[config.mk]
export PLATFORM = sky130hd
export DESIGN_NAME = hamming_tx_scheduler
export DESIGN_NICKNAME = d
export VERILOG_FILES = /design/src/rtl/hamming_tx_scheduler.sv
export SDC_FILE = /design/constraint.sdc
export NUM_CORES = 1
export LEC_CHECK = 0
export BUFFER_PORTS_ARGS = -buffer_cell sky130_fd_sc_hd__buf_2
export CORE_MARGIN = 2
export CORE_UTILIZATION = 55
export CTS_CLUSTER_DIAMETER = 200
export DETAILED_ROUTE_END_ITERATION = 16
export PLACE_DENSITY_LB_ADDON = 0.15
export RECOVER_POWER = 25
export SKIP_CTS_REPAIR_TIMING = 1
export SYNTH_ARGS = -nofsm -noshare
export SYNTH_HDL_FRONTEND = slang
export SYNTH_SLANG_ARGS = --single-unit
[constraint.sdc]
create_clock -name i_clk -period 2.7 [get_ports i_clk]
set_clock_uncertainty 0.1 [all_clocks]
set_input_delay 0 -clock i_clk [delete_from_list [all_inputs] [get_ports i_clk]]
set_output_delay 0 -clock i_clk [all_outputs]
set_load 0.05 [all_outputs]
[src/rtl/hamming_tx_scheduler.sv]
// Two-requester round-robin front end for the (8,4) Hamming serial transmitter.
// Optional single-bit error injection is enabled by defining HAMMING_TX_ERR_INJECT_EN.
module hamming_tx_scheduler #(
    parameter int BIT_DIV = 4,
    parameter int CNT_W   = 8
) (
    input  logic             i_clk,
    input  logic             i_rstn,
    input  logic             i_req0_valid,
    input  logic [3:0]       i_req0_data,
    output logic             o_req0_ready,
    input  logic             i_req1_valid,
    input  logic [3:0]       i_req1_data,
    output logic             o_req1_ready,
    output logic             o_tx_bit,
    output logic             o_tx_frame,
    output logic             o_tx_src,
    output logic             o_busy,
    output logic             o_done,
    output logic [CNT_W-1:0] o_frame_cnt
`ifdef HAMMING_TX_ERR_INJECT_EN
    ,
    input  logic             i_err_inj,
    input  logic [2:0]       i_err_inj_pos
`endif
);

    typedef enum logic [1:0] {
        ST_IDLE  = 2'd0,
        ST_SHIFT = 2'd1,
        ST_GAP   = 2'd2
    } state_t;

    localparam logic [4:0] DIV_MAX = 5'(BIT_DIV - 1);

    state_t             r_state;
    state_t             w_state_next;
    logic [7:0]         r_shreg;
    logic [4:0]         r_div_cnt;
    logic [2:0]         r_bit_cnt;
    logic               r_src;
    logic               r_ptr;
    logic [CNT_W-1:0]   r_frame_cnt;

    logic               w_grant1;
    logic               w_hs;
    logic               w_bit_end;
    logic               w_last_bit;
    logic [3:0]         w_nibble;
    logic [7:0]         w_cw;
    logic [7:0]         w_err_mask;
    logic [7:0]         w_cw_tx;

    // Requester 1 wins when it is alone or when the pointer favours it.
    assign w_grant1   = i_req1_valid & (~i_req0_valid | r_ptr);
    assign w_hs       = (r_state == ST_IDLE) & (i_req0_valid | i_req1_valid);
    assign w_nibble   = w_grant1 ? i_req1_data : i_req0_data;
    assign w_bit_end  = (r_div_cnt == DIV_MAX);
    assign w_last_bit = w_bit_end & (r_bit_cnt == 3'd7);

    assign w_cw = {w_nibble[0] ^ w_nibble[1] ^ w_nibble[2],
                   w_nibble[3], w_nibble[2], w_nibble[1],
                   w_nibble[1] ^ w_nibble[2] ^ w_nibble[3],
                   w_nibble[0],
                   w_nibble[0] ^ w_nibble[2] ^ w_nibble[3],
                   w_nibble[0] ^ w_nibble[1] ^ w_nibble[3]};

`ifdef HAMMING_TX_ERR_INJECT_EN
    assign w_err_mask = i_err_inj ? (8'd1 << i_err_inj_pos) : 8'd0;
`else
    assign w_err_mask = 8'd0;
`endif

    assign w_cw_tx     = w_cw ^ w_err_mask;
    assign o_tx_src    = r_src;
    assign o_frame_cnt = r_frame_cnt;

    always_ff @(posedge i_clk or negedge i_rstn) begin
        if (!i_rstn) begin
            r_state <= ST_IDLE;
        end else begin
            r_state <= w_state_next;
        end
    end

    always_comb begin
        w_state_next = r_state;
        o_req0_ready = 1'b0;
        o_req1_ready = 1'b0;
        o_tx_frame   = 1'b0;
        o_tx_bit     = 1'b0;
        o_busy       = 1'b1;
        o_done       = 1'b0;
        case (r_state)
            ST_IDLE: begin
                o_busy       = 1'b0;
                o_req0_ready = i_req0_valid & ~w_grant1;
                o_req1_ready = w_grant1;
                if (w_hs) begin
                    w_state_next = ST_SHIFT;
                end
            end
            ST_SHIFT: begin
                o_tx_frame = 1'b1;
                o_tx_bit   = r_shreg[7];
                if (w_last_bit) begin
                    w_state_next = ST_GAP;
                end
            end
            ST_GAP: begin
                o_done       = 1'b1;
                w_state_next = ST_IDLE;
            end
            default: begin
                o_busy       = 1'b0;
                w_state_next = ST_IDLE;
            end
        endcase
    end

    always_ff @(posedge i_clk or negedge i_rstn) begin
        if (!i_rstn) begin
            r_shreg     <= 8'd0;
            r_div_cnt   <= 5'd0;
            r_bit_cnt   <= 3'd0;
            r_src       <= 1'b0;
            r_ptr       <= 1'b0;
            r_frame_cnt <= '0;
        end else begin
            if (w_hs) begin
                r_shreg   <= w_cw_tx;
                r_src     <= w_grant1;
                r_ptr     <= ~w_grant1;
                r_div_cnt <= 5'd0;
                r_bit_cnt <= 3'd0;
            end else if (r_state == ST_SHIFT) begin
                // Hold each bit for BIT_DIV cycles, then expose the next MSB.
                if (w_bit_end) begin
                    r_div_cnt <= 5'd0;
                    r_shreg   <= {r_shreg[6:0], 1'b0};
                    r_bit_cnt <= r_bit_cnt + 3'd1;
                end else begin
                    r_div_cnt <= r_div_cnt + 5'd1;
                end
            end
            if (r_state == ST_GAP) begin
                r_frame_cnt <= r_frame_cnt + 1'b1;
            end
        end
    end

endmodule

==> results by group, run 1 <==
Status
  – Status: finished with violations
  – Failing checks: hold timing

Timing
  – Tmin final: 2080 ps
  – Tcrit/Tclk final: 0.771
  – Min Hold Slack: -17.3 ps
  – Hold Fails Final Rpt: 1
  – Slew margin rel.: 0.0185
  – RSZ-0062 raised after global routing: false
  – Total negative setup slack: 0 ps
  – Fmax achieved: 0.480 GHz
  – Final setup violation count: 0
  – Worst Max-Slew Pin Slew: 1470 ps
  – Max-slew violations: 0

Job
  – Max-cap violations: 0

Critical path
  – Required time worst endpoint: 2820 ps
  – RR Startpoint: r_div_cnt[0]
  – Crit-path leading delay family: simple AND/OR/NAND/NOR gates
  – CP Launch Point: r_div_cnt[0]
  – Type of origin of the critical path: flop
  – Worst path bufs/invs: 0
  – Crit path depth: 5
  – Crit. End Element: flop
  – R2R setup slack: 620 ps
  – Slowest stage delay, CP: 420 ps
  – Worst Path Arrival: 2200 ps
  – WS Path Type: flop to flop
  – CP endpoint: r_shreg[0]
  – Critical Path Fanout Max: 11
  – Crit-path slowest cell: dfrtp_1
  – Worst r2r dst: r_shreg[0]
  – CP cell instances: ha_1, nor4b_4, nand2_2, and3_1, a221o_1
  – R2R depth: 5

Detailed routing
  – Drt wl/cell: 13.6 um
  – # DRC: 0
  – DRT iter0 DRCs: 14
  – DRT antenna net count: 0
  – Via count: 1,086
  – Vias/cell: 5.30
  – Drt first pass iters: 4
  – WL final: 2.80 mm

GRT
  – Antenna violations before repair: 0
  – GRT overflow: 0
  – Largest net degree at the start of global routing: 29
  – First-pass GRT wire length: 4.90 mm
  – Vias in the first global route: 1,109
  – Total GRT Usage: 0.193

Yosys
  – Syn Inst Count: 138
  – Synth async-reset ratio: 1.00
  – Post-synth EDFFs: 0
  – Synth unique cells: 28
  – #FFs+latches synth: 28
  – Synthesized Nets: 157
  – Yosys warning count: 0
  – Post-Syn Area per Cell: 11.1 um^2
  – Sequential share of the synthesized area: 0.458
  – Mapped Area: 1530 um^2
  – Top_reg_cell synth: dfrtp_1

Clock tree
  – TritonCTS clock tree: yes
  – Latest clock arrival within the worst-skew pair: 320 ps
  – Num CTS Buffers: 3
  – Clock buffer depth: 2
  – CTS Root Cell: clkbuf_4
  – CTS Sinks: 28
  – CTS clock-pin slew for the worst setup and hold paths: 150 ps
  – Htree depth: 1

Power and ir drop
  – Power Total: 0.00188 W
  – Clk network pwr share: 0.144
  – Switching part of the total: 0.452
  – Pint: 0.00103 W
  – Pwr dens: 1030 nW/um^2
  – Pleak: 0.947 nW
  – Reg power frac: 0.356
  – Peak VDD IR: 0.886 mV
  – Switch Pwr: 0.000849 W
  – Logic pwr share: 0.500

Floorplan
  – Die width: 56.7 um
  – Die ar.: 3220 um^2
  – I/O pin total: 27
  – Die height: 56.7 um
  – Initial core utilization: 0.569
  – # rows: 19
  – Core area: 2690 um^2

Final layout
  – Finished Cell Area: 1820 um^2
  – Fill count: 211
  – Layout cells sized above 1: 0.201
  – Synth-to-layout area growth: 19.1%
  – Layout Utilization: 0.678
  – Most frequent cells in the layout: dfrtp_1 (28), buf_2 (25), mux2i_1 (21), xnor2_1 (16), nor2_1 (13)
  – Ant. Diodes: 0
  – Nets: 194
  – Non-filler instance count after layout: 205
  – Commonest non-fill, non-tap cell in the layout: dfrtp_1

Place
  – Cell Area, Placed: 1680 um^2
  – DP HPWL: 2.09 mm
  – Gpl congestion: 0.787
  – Placed cell count: 192
  – IO buf count: 26

Worst hold path
  – Worst Hold Class: input port to flop
cells in the mapped netlist, types with 2 or more instances:
cell,instances,area (um^2)
a21oi_1,8,40.0
nor2_1,13,48.8
mux2i_1,21,210
nand2_1,7,26.3
ha_1,7,87.6
nand3_1,2,10.0
buf_2,2,10.0
dfrtp_1,28,701
xor2_1,6,52.6
inv_1,3,11.3
a21o_1,2,15.0
nand4_1,5,31.3
xnor2_1,16,140
and2_1,2,12.5
nor3_1,2,10.0
and3_1,2,12.5
sequential cells by signal, summed over array words and instances (netlist names):
signal and flops:
r_div_cnt 5, o_tx_src 1, r_shreg 8, r_state 2, r_bit_cnt 3, o_frame_cnt 8, r_ptr 1
area by class of cell:
| cell class | count | area, um^2 | share of cell area |
|---|---|---|---|
| Inverter | 4 | 15.0 | 0.00824 |
| Clock inverter | 1 | 30.0 | 0.0165 |
| Multi-Input combinational cell | 102 | 788 | 0.433 |
| Tap cell | 31 | 38.8 | 0.0213 |
| Timing Repair Buffer | 36 | 226 | 0.124 |
| Clock buffer | 3 | 22.5 | 0.0124 |
| Sequential cell | 28 | 701 | 0.385 |
power by group through the flow:
stage	Combinational (W)	Sequential, W	Clock, W
6_report	0.000939	0.000670	0.000270
5_1_grt	0.00102	0.000692	0.000294
4_1_cts	0.000933	0.000671	0.000277
3_5_place_dp	0.000932	0.000680	0
3_3_place_gp	0.000911	0.000668	0
2_1_floorplan	0.000613	0.000798	0
per-stage QoR:
stage	setup WS, ps	hold WS [ps]
6_report	617	-17.3
3_3_place_gp	758	-49.6
3_5_place_dp	619	-52.8
2_1_floorplan	641	-396
4_1_cts	594	-419
5_1_grt	487	0.648
kinds of logic (layout without fill, tap and decap cells):
| kind of cell | after synthesis | in the layout | share of synthesized area |
|---|---|---|---|
| buf+inv | 8 | 44 | 0.0262 |
| simple gates | 36 | 36 | 0.123 |
| mux | 22 | 22 | 0.145 |
| xor+xnor | 22 | 22 | 0.126 |
| flops | 28 | 28 | 0.458 |
| compound gates | 15 | 15 | 0.0646 |
| fa+ha+maj | 7 | 7 | 0.0573 |
worst register-to-register path: cells and delay by family (launching register included):
family / cells / cell delay (ps)
flops: 1 / 420
compound gates: 1 / 260
simple gates: 3 / 990
fa+ha+maj: 1 / 220
metal layers:
metal,wire length [um],global-route usage,share of wire
met1,1260,0.255,0.45
met2,1440,0.334,0.51
met3,77,0.0207,0.028
met4,19,0.0510,0.0068
met5,0,0,0
worst min path at each step:
| stage | startpoint | slack (ps) | endpoint | depth (start not counted) |
|---|---|---|---|---|
| floorplan | i_rstn | -400 | o_frame_cnt[0] | 0 |
| global placement | i_rstn | -50 | r_bit_cnt[0] | 1 |
| detailed placement | i_rstn | -50 | r_div_cnt[1] | 1 |
| CTS | i_rstn | -420 | r_div_cnt[2] | 1 |
| global route | i_req0_valid | 0.6 | r_state[1] | 4 |
| finish | i_req0_valid | -20 | r_state[1] | 4 |
No activity file was read; power rests on OpenSTA's default activity.
==> inputs of run 2 (changes only) <==
ABC_AREA = 1   (was unset)
CORE_UTILIZATION = 50   (was 55)
clock period = 1.9 ns   (was 2.7 ns; I/O delays follow)
==> results by group, run 2 <==
Yosys
  – Synth async-reset ratio: 1.00
  – #FFs+latches synth: 28
  – Synth unique cells: 25
  – Post-synth EDFFs: 0
  – Synth top area share: 0.435
  – Post-synth top cells: nand2_1 (63), dfrtp_1 (28), inv_1 (27), nand3_1 (18), o21ai_0 (15)
  – Biggest area consumer among synthesized cells: dfrtp_1
  – Post-Syn Area per Cell: 7.74 um^2
  – Top-count cell post-synth: nand2_1
  – Sequential share of the synthesized area: 0.435
  – Synthesized Nets: 227
  – Yosys warning count: 0
  – Top post-synthesis cells by area: dfrtp_1 (44%), nand2_1 (15%), inv_1 (6.3%)
  – Mapped Area: 1610 um^2
  – Syn Inst Count: 208
  – Top_reg_cell synth: dfrtp_1

Power and ir drop
  – Pleak: 1.04 nW
  – Logic pwr share: 0.563
  – Peak VDD IR: 1.14 mV
  – Clk network pwr share: 0.126
  – Pint: 0.00160 W
  – Pwr dens: 1620 nW/um^2
  – Power Total: 0.00314 W
  – Switch Pwr: 0.00154 W
  – Reg power frac: 0.311
  – Switching part of the total: 0.489

Floorplan
  – Core area: 3050 um^2
  – Initial core utilization: 0.527
  – Die height: 60.8 um
  – # rows: 20
  – Die width: 60.8 um
  – I/O pin total: 27
  – Die ar.: 3690 um^2

Timing
  – Fmax achieved: 0.558 GHz
  – Final setup violation count: 0
  – Tmin final: 1790 ps
  – Tcrit/Tclk final: 0.943
  – Hold Fails Final Rpt: 2
  – Min Hold Slack: -34.9 ps
  – Worst Max-Slew Pin Slew: 1540 ps
  – Max-slew violations: 29
  – RSZ-0062 raised after global routing: false
  – Slew margin rel.: -0.0289

Clock tree
  – Clock buffer depth: 2
  – CTS Root Cell: clkbuf_4
  – TritonCTS clock tree: yes
  – CTS clock-pin slew for the worst setup and hold paths: 160 ps
  – Latest clock arrival within the worst-skew pair: 340 ps
  – CTS Sinks: 28
  – Htree depth: 1
  – Num CTS Buffers: 3

GRT
  – Largest net degree at the start of global routing: 29
  – Total GRT Usage: 0.194
  – First-pass GRT wire length: 5.40 mm
  – Vias in the first global route: 1,250
  – Antenna violations before repair: 0
  – GRT overflow: 0

Final layout
  – Fill count: 291
  – Commonest non-fill, non-tap cell in the layout: nand2_1
  – Most frequent cells in the layout: nand2_1 (63), dfrtp_1 (28), inv_1 (24), buf_2 (24), nand3_1 (18)
  – Nets: 262
  – Layout cells sized above 1: 0.236
  – Ant. Diodes: 0
  – Synth-to-layout area growth: 20.2%

Critical path
  – CP Launch Point: r_state[1]
  – Critical Path Fanout Max: 5
  – Required time worst endpoint: 1800 ps
  – Worst Path Arrival: 1690 ps
  – RR Startpoint: r_state[1]
  – Crit. End Element: output port
  – WS Path Type: flop to output port
  – Type of origin of the critical path: flop

Detailed routing
  – WL final: 3.17 mm
  – Drt first pass iters: 4
  – Drt wl/cell: 11.1 um
  – # DRC: 0
  – Via count: 1,411
  – DRT antenna net count: 0
  – Vias/cell: 4.93
  – DRT iter0 DRCs: 77

Worst hold path
  – Worst Hold Class: input port to flop
  – HP Start: i_req0_valid

Status
  – Failing checks: hold timing, capacitance limit, slew limit
  – Status: finished with violations

Place
  – Gpl congestion: 0.813
  – DP HPWL: 2.39 mm
  – IO buf count: 26

Job
  – Max-cap violations: 1
==> run 2: changes by cell type after synthesis, sizes merged, moves of 3 or more <==
cell	before	now
nand2	8	72
inv	4	30
mux2i	21	0
nand3	2	18
xnor2	16	1
o21ai	3	17
nor2	13	6
nand4	5	2
==> run 2: kinds of logic after synthesis <==
kind of cell | count (synthesis) | share of synthesized area
flip-flops | 28 | 0.435
buffers and inverters | 35 | 0.0894
AO/OA/AOI/OAI | 29 | 0.0971
adder cells (fa/ha/maj) | 7 | 0.0544
XOR/XNOR | 6 | 0.0326
AND/OR/NAND/NOR | 103 | 0.291
==> run 2: final timing paths <==
| kind | end | slack [ps] | depth (start not counted) |
|---|---|---|---|
| worst max-delay path | o_req0_ready | 110 | 8 |
| worst min-delay path | r_state[0] | -30 | 4 |
| worst max register to register | r_shreg[7] | 130 | 13 |
| worst min register to register | o_frame_cnt[7] | 380 | 1 |
| max in group asynchronous | r_shreg[5] | 350 | 2 |
| min in group asynchronous | o_frame_cnt[5] | 450 | 2 |
==> run 2: critical path: stages (launching register included) <==
cell	delay [ps]
dfrtp_1	460
inv_2	90
ha_4	120
inv_2	50
a21oi_2	130
inv_2	90
buf_8	130
a21oi_4	120
buf_8	160
==> run 2: power by group through the flow <==
stage / Sequential, W / Clock (W) / Combinational [W]
after floorplan: 0.00116 / 0 / 0.00113
after global placement: 0.000980 / 0 / 0.00164
after detailed placement: 0.000984 / 0 / 0.00164
after CTS: 0.000973 / 0.000401 / 0.00165
after global routing: 0.00100 / 0.000426 / 0.00195
final: 0.000976 / 0.000396 / 0.00176
==> run 2: cell type report <==
type,count,area [um^2],area share
repair buffers,34,214,0.111
clock buffers,3,22.5,0.0116
flip-flops and latches,28,701,0.362
inverters,31,119,0.0614
clock inverters,1,30.0,0.0155
multi-input cells,145,795,0.410
well taps,44,55.1,0.0284
==> run 2: per-stage QoR <==
step                std cells  setup TNS, ps  setup slack, ps   util  area (um^2)
floorplan                 208              0             1.63      -         1610
global placement          276              0              163  0.586         1790
detailed placement        276              0             91.5  0.586         1790
CTS                       280           -107             -107  0.603         1840
global route              286              0             18.6  0.634         1940
finish                    286              0              108  0.634         1940
==> run 2: metal layers <==
metal	GRT usage	share of wire
met1	0.277	0.50
met2	0.300	0.45
met3	0.0235	0.038
met4	0.0807	0.013
met5	0	0
==> inputs of run 3 (changes only) <==
==> constraint.sdc (replaced) <==
create_clock -name i_clk -period 1.9 [get_ports i_clk]
set_clock_uncertainty 0.1 [all_clocks]
set_input_delay 0.285 -clock i_clk [delete_from_list [all_inputs] [get_ports i_clk]]
set_output_delay 0.285 -clock i_clk [all_outputs]
set_load 0.05 [all_outputs]
==> results by group, run 3 (same netlist as run 2, synthesis figures left out) <==
Status
  – Status: finished with violations
  – Failing checks: setup timing

Timing
  – RSZ-0062 raised after global routing: true
  – Hold Fails Final Rpt: 0
  – Worst Max-Slew Pin Slew: 691 ps
  – Final setup violation count: 1
  – Tmin final: 1960 ps
  – Slew margin rel.: 0.539
  – Fmax achieved: 0.509 GHz
  – Total negative setup slack: -63.6 ps
  – Min Hold Slack: 235 ps
  – Tcrit/Tclk final: 1.03
  – Final worst slack: -63.6 ps
  – Max-slew violations: 0

Detailed routing
  – Vias/cell: 4.88
  – Via count: 1,414
  – DRT antenna net count: 0
  – # DRC: 0
  – Drt first pass iters: 4
  – DRT iter0 DRCs: 40
  – WL final: 3.33 mm
  – Drt wl/cell: 11.5 um

Final layout
  – Nets: 267
  – Fill count: 284
  – Layout cells sized above 1: 0.256
  – Commonest non-fill, non-tap cell in the layout: nand2_1
  – Synth-to-layout area growth: 21.6%
  – Finished Cell Area: 1960 um^2
  – Ant. Diodes: 0
  – Most frequent cells in the layout: nand2_1 (63), dfrtp_1 (28), inv_1 (24), buf_2 (21), nand3_1 (18)

Critical path
  – Worst r2r dst: r_shreg[6]
  – Slowest stage delay, CP: 440 ps
  – Crit. End Element: output port
  – Crit-path leading delay family: flip-flops
  – R2R depth: 12
  – WS Path Type: flop to output port
  – CP cell instances: inv_2, ha_4, inv_2, a21oi_2, inv_2, a21oi_2, buf_6
  – Type of origin of the critical path: flop
  – Worst Path Arrival: 1580 ps
  – R2R setup slack: 100 ps
  – Critical Path Fanout Max: 3
  – Most used cell, CP: inv_2
  – Crit-path slowest cell: dfrtp_1
  – RR Startpoint: r_state[0]
  – Required time worst endpoint: 1510 ps
  – Worst path bufs/invs: 4

Clock tree
  – CTS clock-pin slew for the worst setup and hold paths: 150 ps
  – CTS Root Cell: clkbuf_4
  – Htree depth: 1
  – Num CTS Buffers: 3
  – Clock buffer depth: 2
  – TritonCTS clock tree: yes
  – CTS Sinks: 28
  – Latest clock arrival within the worst-skew pair: 330 ps

Power and ir drop
  – Pleak: 1.06 nW
  – Peak VDD IR: 1.06 mV
  – Pwr dens: 1600 nW/um^2

Worst hold path
  – Hold-critical path endpoint: o_tx_src
  – Worst Hold Class: input port to flop
  – Hold depth: 3
  – HP Start: i_req1_valid

GRT
  – Total GRT Usage: 0.194
  – Antenna violations before repair: 0
  – Largest net degree at the start of global routing: 29
  – GRT overflow: 0
  – Vias in the first global route: 1,215
  – First-pass GRT wire length: 5.40 mm

Place
  – DP HPWL: 2.40 mm
  – Gpl congestion: 0.780
  – Cell Area, Placed: 1820 um^2
  – IO buf count: 26

Floorplan
  – I/O pin total: 27
  – # rows: 20
  – Core area: 3050 um^2
  – Initial core utilization: 0.527
  – Die height: 60.8 um
  – Die ar.: 3690 um^2
  – Die width: 60.8 um

Job
  – Max-cap violations: 0
[run 3: worst max path at each step]
stage | startpoint | to | slack, ps | cells after the start
after CTS | r_state[0] | o_req0_ready | -180 | 7
after global routing | r_state[0] | o_req0_ready | -140 | 7
final | r_state[0] | o_req0_ready | -60 | 7
after global placement | r_state[0] | r_bit_cnt[1] | 180 | 12
after detailed placement | r_state[0] | r_bit_cnt[1] | 90 | 12
after floorplan | r_state[1] | r_shreg[0] | 2 | 9
[run 3: worst reg2reg max path, stage by stage (launching register included)]
cell and delay (ps):
dfrtp_1 440, inv_2 90, ha_4 120, inv_2 30, a21oi_2 130, inv_2 90
buf_12 130, nand2_4 60, nand2_2 150, inv_4 140, nand2_2 80, nor2_1 90
nor2_1 50
[run 3: per-layer routing]
metal,GRT usage,share of wire,vias up
met5,0,0,-
met2,0.283,0.46,27
met3,0.0192,0.034,4
li1,-,-,737
met4,0.0745,0.019,0
met1,0.296,0.49,646
[run 3: layout make-up]
class	count	area (um^2)	area share
timing repair buffer	39	272	0.139
sequential	28	701	0.358
clock buffer	3	22.5	0.0115
multi-input combinational	145	790	0.403
tap	44	55.1	0.0281
inverter	31	119	0.0607
[run 3: metrics by stage]
| step | setup WS (ps) | instances | util | power, W |
|---|---|---|---|---|
| 2_1_floorplan | 1.63 | 208 | - | 0.00229 |
| 3_3_place_gp | 182 | 280 | 0.595 | 0.00266 |
| 3_5_place_dp | 87.3 | 280 | 0.595 | 0.00267 |
| 4_1_cts | -175 | 283 | 0.603 | 0.00292 |
| 5_1_grt | -143 | 290 | 0.641 | 0.00339 |
| 6_report | -63.6 | 290 | 0.641 | 0.00314 |
[run 3: power breakdown]
part	total (W)	switching (W)	internal [W]
logic	0.00191	0.00124	0.000668
clock network	0.000250	0.000175	0.0000746
registers	0.000975	0.000150	0.000825
total	0.00314	0.00157	0.00157
